File: config.mk
export PLATFORM = sky130hd
export DESIGN_NAME = blk_5b688d
export DESIGN_NICKNAME = d
export VERILOG_FILES = /design/src/rtl/blk_5b688d.sv
export SDC_FILE = /design/constraint.sdc
export NUM_CORES = 1
export LEC_CHECK = 0
export ABC_AREA = 1
export CORE_MARGIN = 4
export CORE_UTILIZATION = 39
export DETAILED_ROUTE_END_ITERATION = 7
export PLACE_DENSITY = 0.8
export SLEW_MARGIN = 25
export SYNTH_ARGS = -nofsm -noshare
export SYNTH_HDL_FRONTEND = slang
export SYNTH_SLANG_ARGS = --single-unit
File: constraint.sdc
create_clock -name clk -period 2.5 [get_ports clk]
set_input_delay 0.375 -clock clk [delete_from_list [all_inputs] [get_ports clk]]
set_output_delay 0.375 -clock clk [all_outputs]
set_load 0.03 [all_outputs]
File: src/rtl/blk_5b688d.sv
// -----------------------------------------------------------------------------
// blk_5b688d : direct-branch trace packer for the Nios II OCI trace path.
//
// Direct-branch outcome codes (2 bits each) are accumulated into a 30-bit
// buffer holding up to 15 codes. A buffer that fills up, or a partial buffer
// that is flushed (explicitly or when trace is switched off), becomes one
// 36-bit frame {type[1:0], count[3:0], buffer[29:0]}. That frame is offered
// through a one-entry valid/ready output register. Trace must never stall the
// CPU, so a frame that finds the output register occupied is dropped. The
// drop sets a sticky flag and increments a saturating counter.
//
// Ports:
//   clk           system clock, all state on rising edge
//   reset         asynchronous, active-high reset
//   trc_on        trace enable; dct_valid ignored while low
//   dct_valid     one direct branch retired this cycle
//   dct_code      2-bit outcome code for that branch
//   flush         force emission of any partial buffer
//   frame_ready   downstream accepts frame_data this cycle
//   overflow_clr  clears overflow sticky and drop counter
//   dct_buffer    live accumulation buffer, newest code in [1:0]
//   dct_count     number of codes currently in dct_buffer (0..14)
//   frame_valid   output register holds a frame
//   frame_data    {type[1:0], count[3:0], buffer[29:0]}
//   overflow      sticky: at least one frame dropped
//   drop_count    saturating count of dropped frames
// -----------------------------------------------------------------------------
module blk_5b688d #(
  parameter int DROP_CNT_W = 8
) (
  input  logic                  clk,
  input  logic                  reset,
  input  logic                  trc_on,
  input  logic                  dct_valid,
  input  logic [1:0]            dct_code,
  input  logic                  flush,
  input  logic                  frame_ready,
  input  logic                  overflow_clr,
  output logic [29:0]           dct_buffer,
  output logic [3:0]            dct_count,
  output logic                  frame_valid,
  output logic [35:0]           frame_data,
  output logic                  overflow,
  output logic [DROP_CNT_W-1:0] drop_count
);

  localparam logic [1:0] TYPE_FULL  = 2'b10;
  localparam logic [1:0] TYPE_FLUSH = 2'b01;
  localparam logic [DROP_CNT_W-1:0] DROP_MAX = {DROP_CNT_W{1'b1}};
  localparam logic [DROP_CNT_W-1:0] DROP_ONE = {{(DROP_CNT_W-1){1'b0}}, 1'b1};

  logic [29:0]           buf_q,         buf_d;
  logic [3:0]            cnt_q,         cnt_d;
  logic                  trc_on_d_q,    trc_on_d_d;
  logic                  frame_valid_q, frame_valid_d;
  logic [35:0]           frame_data_q,  frame_data_d;
  logic                  overflow_q,    overflow_d;
  logic [DROP_CNT_W-1:0] drop_count_q,  drop_count_d;

  // Intermediate combinational terms
  logic        accept_s;
  logic [29:0] acc_buf_s;
  logic [3:0]  acc_cnt_s;
  logic        full_s;
  logic        flush_req_s;
  logic        emit_s;
  logic        out_free_s;
  logic [35:0] emit_frame_s;

  // Accumulation, emission and output-register next-state logic
  always_comb begin
    buf_d         = buf_q;
    cnt_d         = cnt_q;
    trc_on_d_d    = trc_on;
    frame_valid_d = frame_valid_q;
    frame_data_d  = frame_data_q;
    overflow_d    = overflow_q;
    drop_count_d  = drop_count_q;

    // A code arriving in the same cycle as a flush is included first.
    accept_s = trc_on & dct_valid;
    if (accept_s) begin
      acc_buf_s = {buf_q[27:0], dct_code};
      acc_cnt_s = cnt_q + 4'd1;
    end else begin
      acc_buf_s = buf_q;
      acc_cnt_s = cnt_q;
    end

    // Completing the 15th code wins over a same-cycle flush: one type-10 frame.
    full_s      = accept_s & (cnt_q == 4'd14);
    flush_req_s = flush | (trc_on_d_q & ~trc_on);
    emit_s      = full_s | (flush_req_s & (acc_cnt_s != 4'd0));

    if (full_s) begin
      emit_frame_s = {TYPE_FULL, acc_cnt_s, acc_buf_s};
    end else begin
      emit_frame_s = {TYPE_FLUSH, acc_cnt_s, acc_buf_s};
    end

    // The accumulator clears on every emission, whether stored or dropped.
    if (emit_s) begin
      buf_d = 30'd0;
      cnt_d = 4'd0;
    end else begin
      buf_d = acc_buf_s;
      cnt_d = acc_cnt_s;
    end

    // The output register is reusable in the same cycle it retires a frame.
    out_free_s = ~frame_valid_q | frame_ready;

    if (emit_s && out_free_s) begin
      frame_valid_d = 1'b1;
      frame_data_d  = emit_frame_s;
    end else if (frame_valid_q && frame_ready) begin
      frame_valid_d = 1'b0;
    end else begin
      frame_valid_d = frame_valid_q;
    end

    // A drop in the same cycle as a clear wins, leaving a count of one.
    if (emit_s && !out_free_s) begin
      overflow_d = 1'b1;
      if (overflow_clr) begin
        drop_count_d = DROP_ONE;
      end else if (drop_count_q != DROP_MAX) begin
        drop_count_d = drop_count_q + DROP_ONE;
      end else begin
        drop_count_d = drop_count_q;
      end
    end else if (overflow_clr) begin
      overflow_d   = 1'b0;
      drop_count_d = {DROP_CNT_W{1'b0}};
    end else begin
      overflow_d   = overflow_q;
      drop_count_d = drop_count_q;
    end
  end

  // State registers, asynchronously cleared
  always_ff @(posedge clk or posedge reset) begin
    if (reset) begin
      buf_q         <= 30'd0;
      cnt_q         <= 4'd0;
      trc_on_d_q    <= 1'b0;
      frame_valid_q <= 1'b0;
      frame_data_q  <= 36'd0;
      overflow_q    <= 1'b0;
      drop_count_q  <= {DROP_CNT_W{1'b0}};
    end else begin
      buf_q         <= buf_d;
      cnt_q         <= cnt_d;
      trc_on_d_q    <= trc_on_d_d;
      frame_valid_q <= frame_valid_d;
      frame_data_q  <= frame_data_d;
      overflow_q    <= overflow_d;
      drop_count_q  <= drop_count_d;
    end
  end

  assign dct_buffer  = buf_q;
  assign dct_count   = cnt_q;
  assign frame_valid = frame_valid_q;
  assign frame_data  = frame_data_q;
  assign overflow    = overflow_q;
  assign drop_count  = drop_count_q;

endmodule

======== Word level (Yosys, flattened, before mapping) ========
Cells that the tools add are included.
operators by class
  divide/modulo/power cells ............... 0
  reductions and logical operators ........ 9
  bitwise operators ....................... 9
  add/sub/neg operators ................... 2
  eq/ne operators ......................... 2
  multipliers ............................. 0
  $lt $le $gt $ge ......................... 0
  multiplexer cells ....................... 13
  shifts and indexed selects .............. 0
operators with widths
  operator                                                       number
  30-bit 2-to-1 mux                                              2
  36-bit 2-to-1 mux                                              1
  8-bit 2-to-1 mux                                               4
  8-bit by 1-bit adder with 8-bit output, second input constant  1
  4-bit 2-to-1 mux                                               2
  8-bit != test, second input constant                           1
  2-bit nonzero test                                             3
  4-bit by 1-bit adder with 4-bit output, second input constant  1
  1-bit AND                                                      4
  4-bit equality test, second input constant                     1
  1-bit 2-to-1 mux                                               4
  4-bit nonzero test                                             1
  1-bit logical AND                                              3
  1-bit OR                                                       3
  1-bit inverter                                                 2
  2-bit AND reduction                                            1
  1-bit logical NOT                                              1
storage, ports and cells
  memories kept ........................... 0
  logic and storage cells ................. 42
  ROM bits ................................ 0
  RAM bits ................................ 0
  flip-flop bits (word level) ............. 81
  latch bits .............................. 0
  input bits .............................. 9

======== Logic depth before layout (Yosys ltp) ========
Gate-level depths: netlist of run 1.
  word-level depth ........................ 8
  gate-level depth with buffers ........... 14
  depth with buffers taken out ............ 14

======== Worst setup path after synthesis of run 1 ========
No wires, ideal clock.
  path kind ............................... reg2reg
  start point ............................. register cnt_q[0], in the netlist dct_count[0]
  end point ............................... register buf_q[19], in the netlist dct_buffer[19]
  data arrival time ....................... 1.787 ns
  library setup time ...................... 0.072 ns
  stages on the path, launching flop included .. 13
  setup slack ............................. 0.641 ns
  cells stage by stage .................... dfrtp_1 -> inv_1 -> ha_1 -> nand3_1 -> nand2_1 -> nand2_1 -> nor2_1 -> nand2_1 -> nand2_1 -> nand2_2 -> buf_4 -> buf_4 -> nor2_1
between the ends
  cells in the longest elaborated chain, start to end .. 6
  elaborated cells between the ends (all ways) .. 8
  classes of those cells .................. add/sub (1); eq/ne (1); mux (2); bitwise (3); reduce/logical (1)
ends and longest elaborated chain
  element                                 line  text
  start: declaration                      53    logic [3:0] cnt_q, cnt_d;
  start signal: assignment                153   cnt_q <= cnt_d;
  4-bit by 1-bit adder with 4-bit output  84    acc_cnt_s = cnt_q + 4'd1;
  4-bit 2-to-1 mux                        82    if (accept_s) begin
  4-bit nonzero test                      93    emit_s = full_s | (flush_req_s & (acc_cnt_s != 4'd0));
  1-bit AND                               93
  1-bit OR (*)                            93
  30-bit 2-to-1 mux (*)                   102   if (emit_s) begin
  via buf_d[19]                           52    logic [29:0] buf_q, buf_d;
  end signal: assignment                  152   buf_q <= buf_d;
  end: declaration                        52
Mark *: on every way through the listed nets, which the timed path passes. The rest lies on a longest branch.
A chain may end at the register's enable or synchronous reset.

======== Worst setup path after layout of run 1 ========
  start point ............................. input port trc_on
  end point ............................... register drop_count_q[5], in the netlist drop_count[5]
between the ends
  cells in the longest elaborated chain, start to end .. 8
  elaborated cells between the ends (all ways) .. 13
  classes of those cells .................. mux (2); bitwise (7); reduce/logical (4)
ends and longest elaborated chain
  element                                         line    text
  start: declaration                              33      input logic trc_on,
  1-bit AND or 1-bit inverter (tied branches)     81, 92
  4-bit 2-to-1 mux or 1-bit AND (tied branches)   82, 92
  4-bit nonzero test or 1-bit OR (tied branches)  93, 92
  1-bit AND                                       93
  1-bit OR (*)                                    93
  1-bit logical AND (*)                           123     if (emit_s && !out_free_s) begin
  2-bit nonzero test (no line)                    -
  2-bit AND reduction (no line)                   -
  end signal: assignment                          150     drop_count_q <= {DROP_CNT_W{1'b0}};
  end signal: assignment                          158     drop_count_q <= drop_count_d;
  end: declaration                                58      logic [DROP_CNT_W-1:0] drop_count_q, drop_count_d;
Mark *: on every way between the ends. The rest lies on a longest branch, timed or not.

==> summary.txt, run 1 <==
run status - complete, no violations
vias in the first global route - 2815
Initial DRC Count - 104
post-synth design cell area - 3400 sq um
CP cell instances - clkdlybuf4s50_1, nand3_1, o21bai_1, nand2_1, nand2_1, nand2_1, nand2_2, buf_4, nand3_1, nand3_1, nand2_1
met1 track demand over resource - 0.222
share of post-route cells with drive strength above 1 - 0.0655
Post-synth top cells - dfrtp_1, nand2_1, nor2_1
Final Hold Viols - 0
Die ar. - 10300 sq um
Worst Path Buf+Inv - 2
# fillers - 769
Synth area leader - dfrtp_1
RSZ-0062 raised after global routing - false
clk root buf - clkbuf_8
max-slew violation count - 0
grt peak-use layer - met2
routed wire length - 8190 microns
clk_lat worst skew - 350 ps
Yosys top cell area share - 0.596
Final nets - 450
DR vias - 2732
num ports - 89
flop2flop setup slack - 390 ps
Tmin final - 2150 ps
M2 GR Usage - 0.279
global-route usage over all layers - 0.170
Finished Layout Cells - 548
Fin Setup TNS - 0 ps
Hold Path Class - in -> async
first-pass GRT wire length - 13900 microns
total CTS buffers - 9
Worst Setup Start Kind - input pin
PwrDens - 770 nW/um^2
Sw Pwr - 1.19 mW
max-capacitance violation count - 0
sw frac - 0.335
TritonCTS clock tree - yes
met3 Use GR - 0.0427
Worst-path clk slew - 80 ps
Site Rows - 33
CP arrival - 2380 ps
number of synthesized flops with an enable pin - 0
Hold-fix buffers, CTS - 0
Worst Setup End Kind - flip-flop
gpl congestion - 0.828
H-tree depth - 3
asr flop ratio synth - 1.00
Clock Skew - 10.9 ps
HPWL Detailed - 5790 microns
Critical R2R Capture - drop_count[5]
Syn Nets - 359
Area contributors post-synth - dfrtp_1, nand2_1, mux2i_1
clock sink count - 81
initial antenna violation count - 0
pin count of the biggest net entering global routing - 82
clock share of power - 0.292
Max Clk Rate - 465 MHz
Int Pwr - 2.36 mW
Worst path most repeated cell - nand2_1
Worst slew margin - 0.671
crit path max-delay cell type - clkdlybuf4s50_1
kind of critical path - in -> reg
ANT cells - 0
max incr delay on CP - 550 ps
critical path's top delay family - simple AND/OR/NAND/NOR gates
initial core utilization - 0.407
final period utilization - 0.861
Setup-failing EPs final - 0
Max Root-Sink Buffers - 2
Fin Hold WS - 411 ps
DRC violations left - 0
1st-pass router iterations - 4
part of the power in registers - 0.431
routed vias/inst - 4.99
Die Ht - 101 microns
reg2reg path depth - 13
post-CTS setup buffer count - 0
Area growth syn-to-layout - 35.8%
WL per Instance - 15.0 microns
worst endpoint required time - 2720 ps
sequential share of the synthesized area - 0.596
crit path from - trc_on
total congestion overflow - 0
worst r2r src - dct_count[0]
Ys Warns - 0
ANT nets after route - 0
Worst Tran Pin Value - 493 ps
Leak - 2.23 nW
Syn Inst Count - 347
VDD IR max - 427 uV
Synth Flop Type - dfrtp_1
# port buffers - 88
CTS resizes - 0
Yosys reg bits - 81
placed cells - 532
Die Wd - 101 microns
count of different cell masters after synthesis - 25
worst-path fanout max - 9
Core ar. - 8340 sq um
Combinational Power Share - 0.277
mean post-synth cell area - 9.79 sq um
[per-stage QoR]
| step | utilization | power [mW] | setup WS [ps] | area (sq um) |
|---|---|---|---|---|
| floorplan | - | 2.15 | 44.9 | 3400 |
| global placement | 0.527 | 2.54 | 244 | 4400 |
| detailed placement | 0.527 | 2.55 | 18.0 | 4400 |
| CTS | 0.553 | 3.60 | 369 | 4620 |
| global route | 0.553 | 3.75 | 137 | 4620 |
| finish | 0.553 | 3.55 | 348 | 4620 |
[routing by layer]
| metal | wire [microns] | share of wire | vias to the layer above |
|---|---|---|---|
| met1 | 3550 | 0.43 | 1334 |
| met5 | 0 | 0 | - |
| met3 | 450 | 0.055 | 10 |
| met2 | 4120 | 0.50 | 77 |
| met4 | 72 | 0.0088 | 0 |
| li1 | - | - | 1311 |
[worst max path at each step]
| stage | to | cells past startpoint | slack (ps) |
|---|---|---|---|
| 6_report | drop_count[5] | 11 | 350 |
| 5_1_grt | drop_count[5] | 11 | 140 |
| 4_1_cts | drop_count[5] | 11 | 370 |
| 3_5_place_dp | drop_count[5] | 11 | 20 |
| 3_3_place_gp | drop_count[5] | 11 | 240 |
| 2_1_floorplan | dct_buffer[0] | 1 | 40 |
[flip-flops by register name, indices dropped and copies added, names as in the netlist]
name and cells:
dct_count 4, drop_count 8, dct_buffer 30, frame_data 36
frame_valid 1, overflow 1, trc_on_d_q 1
[power by group through the flow]
stage / Combinational, mW / Sequential [mW] / Clock, mW
5_1_grt: 1.08 / 1.55 / 1.12
4_1_cts: 1.00 / 1.53 / 1.06
2_1_floorplan: 0.369 / 1.78 / 0
6_report: 0.986 / 1.53 / 1.04
3_3_place_gp: 0.986 / 1.55 / 0
3_5_place_dp: 1.00 / 1.55 / 0
[final cells by class]
cell class | count | area, sq um | share of cell area
multi-input combinational | 226 | 1170 | 0.253
clock buffer | 9 | 124 | 0.0268
inverter | 24 | 91.3 | 0.0198
sequential | 81 | 2030 | 0.439
timing repair buffer | 96 | 978 | 0.212
tap | 105 | 131 | 0.0285
clock inverter | 7 | 93.8 | 0.0203
[cells by family after synthesis]
group,count (synthesis),synth area share
adder cells (fa/ha/maj),3,0.0110
multiplexers,24,0.0707
XOR/XNOR,3,0.00773
flip-flops,81,0.596
AO/OA/AOI/OAI,49,0.0792
AND/OR/NAND/NOR,147,0.176
buffers and inverters,40,0.0593
[worst min-delay path: stages]
cell and delay, ps:
clkdlybuf4s50_1 420, clkinv_2 60, buf_12 320
[placed cells by master (no fill, tap or decap)]
master / instances
a21oi_1: 1
buf_12: 3
buf_4: 5
bufinv_16: 2
clkbuf_8: 9
clkdlybuf4s50_1: 88
clkinv_2: 3
clkinvlp_4: 2
dfrtp_1: 81
ha_1: 3
inv_1: 22
inv_2: 1
inv_6: 1
mux2i_1: 24
nand2_1: 81
nand2_2: 2
nand2_4: 1
nand3_1: 19
nand4_1: 1
nor2_1: 40
nor3_1: 2
nor3b_1: 1
o2111ai_1: 5
o21ai_0: 6
o21ai_1: 35
o21bai_1: 2
xnor2_1: 1
xor2_1: 2
(Power assumes the default switching activity.)
==> run 2, diff against run 1 <==
- PLACE_DENSITY: 0.8 -> 0.69
- SLEW_MARGIN: 25 -> 20
==> run 2 against run 1 <==
- first-iteration DRC count is 43% lower
- via count down 2.7%
- utilization grew 0.12 points
- cell area grew 0.22%
- flip-flop and latch count unchanged
- clock power barely moved
- worst hold slack worse by 89 ps
- global-route usage fell by 0.73 points
- routed wire length down 2.6%
- count of clock-buffer cells in the layout grew 1
- critical path depth fell by 1
- total power up 0.70%
- critical path type unchanged
==> summary.txt, run 2 (synthesized netlist as in run 1, its figures left out) <==
crit path max-delay cell type - clkdlybuf4s50_1
Setup-failing EPs final - 0 (unchanged)
gpl congestion - 0.773 (-6.7%)
Area growth syn-to-layout - 36.1%
Die ar. - 10300 sq um (unchanged)
routed wire length - 7980 microns (-2.6%)
HPWL Detailed - 5730 microns (-0.97%)
Hold-fix buffers, CTS - 0 (unchanged)
Clock Skew - 10.4 ps (-0.463 ps)
Fin Setup TNS - 0 ps (unchanged)
most frequent cells in the layout - clkdlybuf4s50_1, nand2_1, dfrtp_1
total congestion overflow - 0 (unchanged)
Worst slew margin - 0.679 (+0.00775)
initial antenna violation count - 0 (unchanged)
Reg area - 2030 sq um (unchanged)
Worst Path Buf+Inv - 1 (-1)
Worst path most repeated cell - nand2_1
clock sink count - 81 (unchanged)
Worst Setup End Kind - flip-flop
DRC violations left - 0 (unchanged)
Fin Hold WS - 322 ps (-88.7 ps)
Core ar. - 8340 sq um (unchanged)
ANT nets after route - 0 (unchanged)
total CTS buffers - 9 (unchanged)
PwrDens - 774 nW/um^2 (+0.48%)
initial core utilization - 0.407 (unchanged)
routed vias/inst - 4.85 (-2.7%)
num ports - 89 (unchanged)
Max Root-Sink Buffers - 2 (unchanged)
VDD IR max - 508 uV (+19%)
Final nets - 450 (unchanged)
WL per Instance - 14.6 microns (-2.6%)
Site Rows - 33 (unchanged)
Worst Setup Start Kind - input pin
pin count of the biggest net entering global routing - 43 (-48%)
first-pass GRT wire length - 13200 microns (-5.1%)
dpl ws - 221 ps (+203 ps)
Final Hold Viols - 0 (unchanged)
vias in the first global route - 2653 (-5.8%)
Initial DRC Count - 59 (-43%)
clk root buf - clkbuf_8
placed cells - 532 (unchanged)
share of post-route cells with drive strength above 1 - 0.0655 (unchanged)
Worst-path clk slew - 80 ps (about the same)
global-route usage over all layers - 0.163 (-0.00731)
Max Clk Rate - 504 MHz (+8.4%)
worst r2r src - dct_count[0]
CTS resizes - 0 (unchanged)
Leak - 2.24 nW (+0.32%)
kind of critical path - in -> reg
worst-path fanout max - 8 (-1)
Die Ht - 101 microns (unchanged)
area of the multi-input gates - 1170 sq um (unchanged)
Die Wd - 101 microns (unchanged)
worst endpoint required time - 2720 ps (about the same)
Worst Slack Setup Final - 515 ps (+166 ps)
# port buffers - 88 (unchanged)
ANT cells - 0 (unchanged)
TritonCTS clock tree - yes
commonest non-fill, non-tap cell in the layout - clkdlybuf4s50_1
CP arrival - 2210 ps (-170 ps)
RSZ-0062 raised after global routing - false
max reg flops - 36 (unchanged)
crit path from - trc_on
Finished Layout Cells - 548 (unchanged)
# fillers - 739 (-3.9%)
max-slew violation count - 0 (unchanged)
H-tree depth - 3 (unchanged)
Hold Path Class - in -> async
DR vias - 2657 (-2.7%)
max-capacitance violation count - 0 (unchanged)
Tmin final - 1990 ps (-166 ps)
1st-pass router iterations - 4 (unchanged)
CP cell instances - clkdlybuf4s50_1, nand3_1, o21bai_1, nand2_1, nand2_1, nand2_1, nand2_2, nand3_1, nand3_1, nand2_1
final period utilization - 0.794 (-0.0666)
post-CTS setup buffer count - 0 (unchanged)
Worst Tran Pin Value - 482 ps (-11.6 ps)
clk_lat worst skew - 350 ps (about the same)
max incr delay on CP - 560 ps (about the same)
critical path's top delay family - simple AND/OR/NAND/NOR gates
run status - complete, no violations
==> run 2: cell types whose count changed in the layout (fill, tap and decap cells not counted) <==
| cell | previous run | this run |
|---|---|---|
| clkbuf_8 | 9 | 10 |
| clkinv_2 | 3 | 2 |
| clkinv_4 | 0 | 1 |
| clkinvlp_4 | 2 | 1 |
==> run 2: final cells by class <==
class | instances | area share
inverters | 24 | 0.0197
repair buffers | 96 | 0.212
well taps | 105 | 0.0284
flip-flops and latches | 81 | 0.438
multi-input cells | 226 | 0.253
clock inverters | 6 | 0.0195
clock buffers | 10 | 0.0298
==> run 2: worst paths after layout <==
check,to,slack [ps],depth (start not counted)
min,dct_buffer[17],320,2
min reg2reg,frame_data[23],490,2
max reg2reg,drop_count[5],550,12
max in group asynchronous,dct_buffer[28],1590,3
max,drop_count[5],510,10
min in group clk,frame_data[23],490,2
==> run 2: worst register-to-register path: stages (launching register included) <==
cell and delay [ps]:
dfrtp_1 410, inv_1 80, ha_1 290, nand3_1 90, nand2_1 90, nand2_1 70, nor2_1 40, nand2_1 50
nand2_1 60, nand2_2 140, nand3_1 250, nand3_1 180, nand2_1 80
==> run 2: power by group <==
part,leakage [nW],internal [mW],switching [mW]
sequential,1.10,1.43,0.0947
combinational,1.02,0.362,0.618
clock,0.113,0.593,0.477
==> run 2: metrics by stage <==
stage / util / power (mW) / cell area [sq um]
6_report: 0.555 / 3.58 / 4630
5_1_grt: 0.555 / 3.76 / 4630
4_1_cts: 0.555 / 3.62 / 4630
3_5_place_dp: 0.527 / 2.54 / 4400
3_3_place_gp: 0.527 / 2.53 / 4400
2_1_floorplan: - / 2.15 / 3400
==> run 2: metal layers <==
| metal | part of all wire | track usage | up-vias |
|---|---|---|---|
| met4 | 0.015 | 0.0583 | 0 |
| met5 | 0 | 0 | - |
| li1 | - | - | 1310 |
| met2 | 0.50 | 0.272 | 67 |
| met1 | 0.45 | 0.214 | 1270 |
| met3 | 0.038 | 0.0289 | 10 |
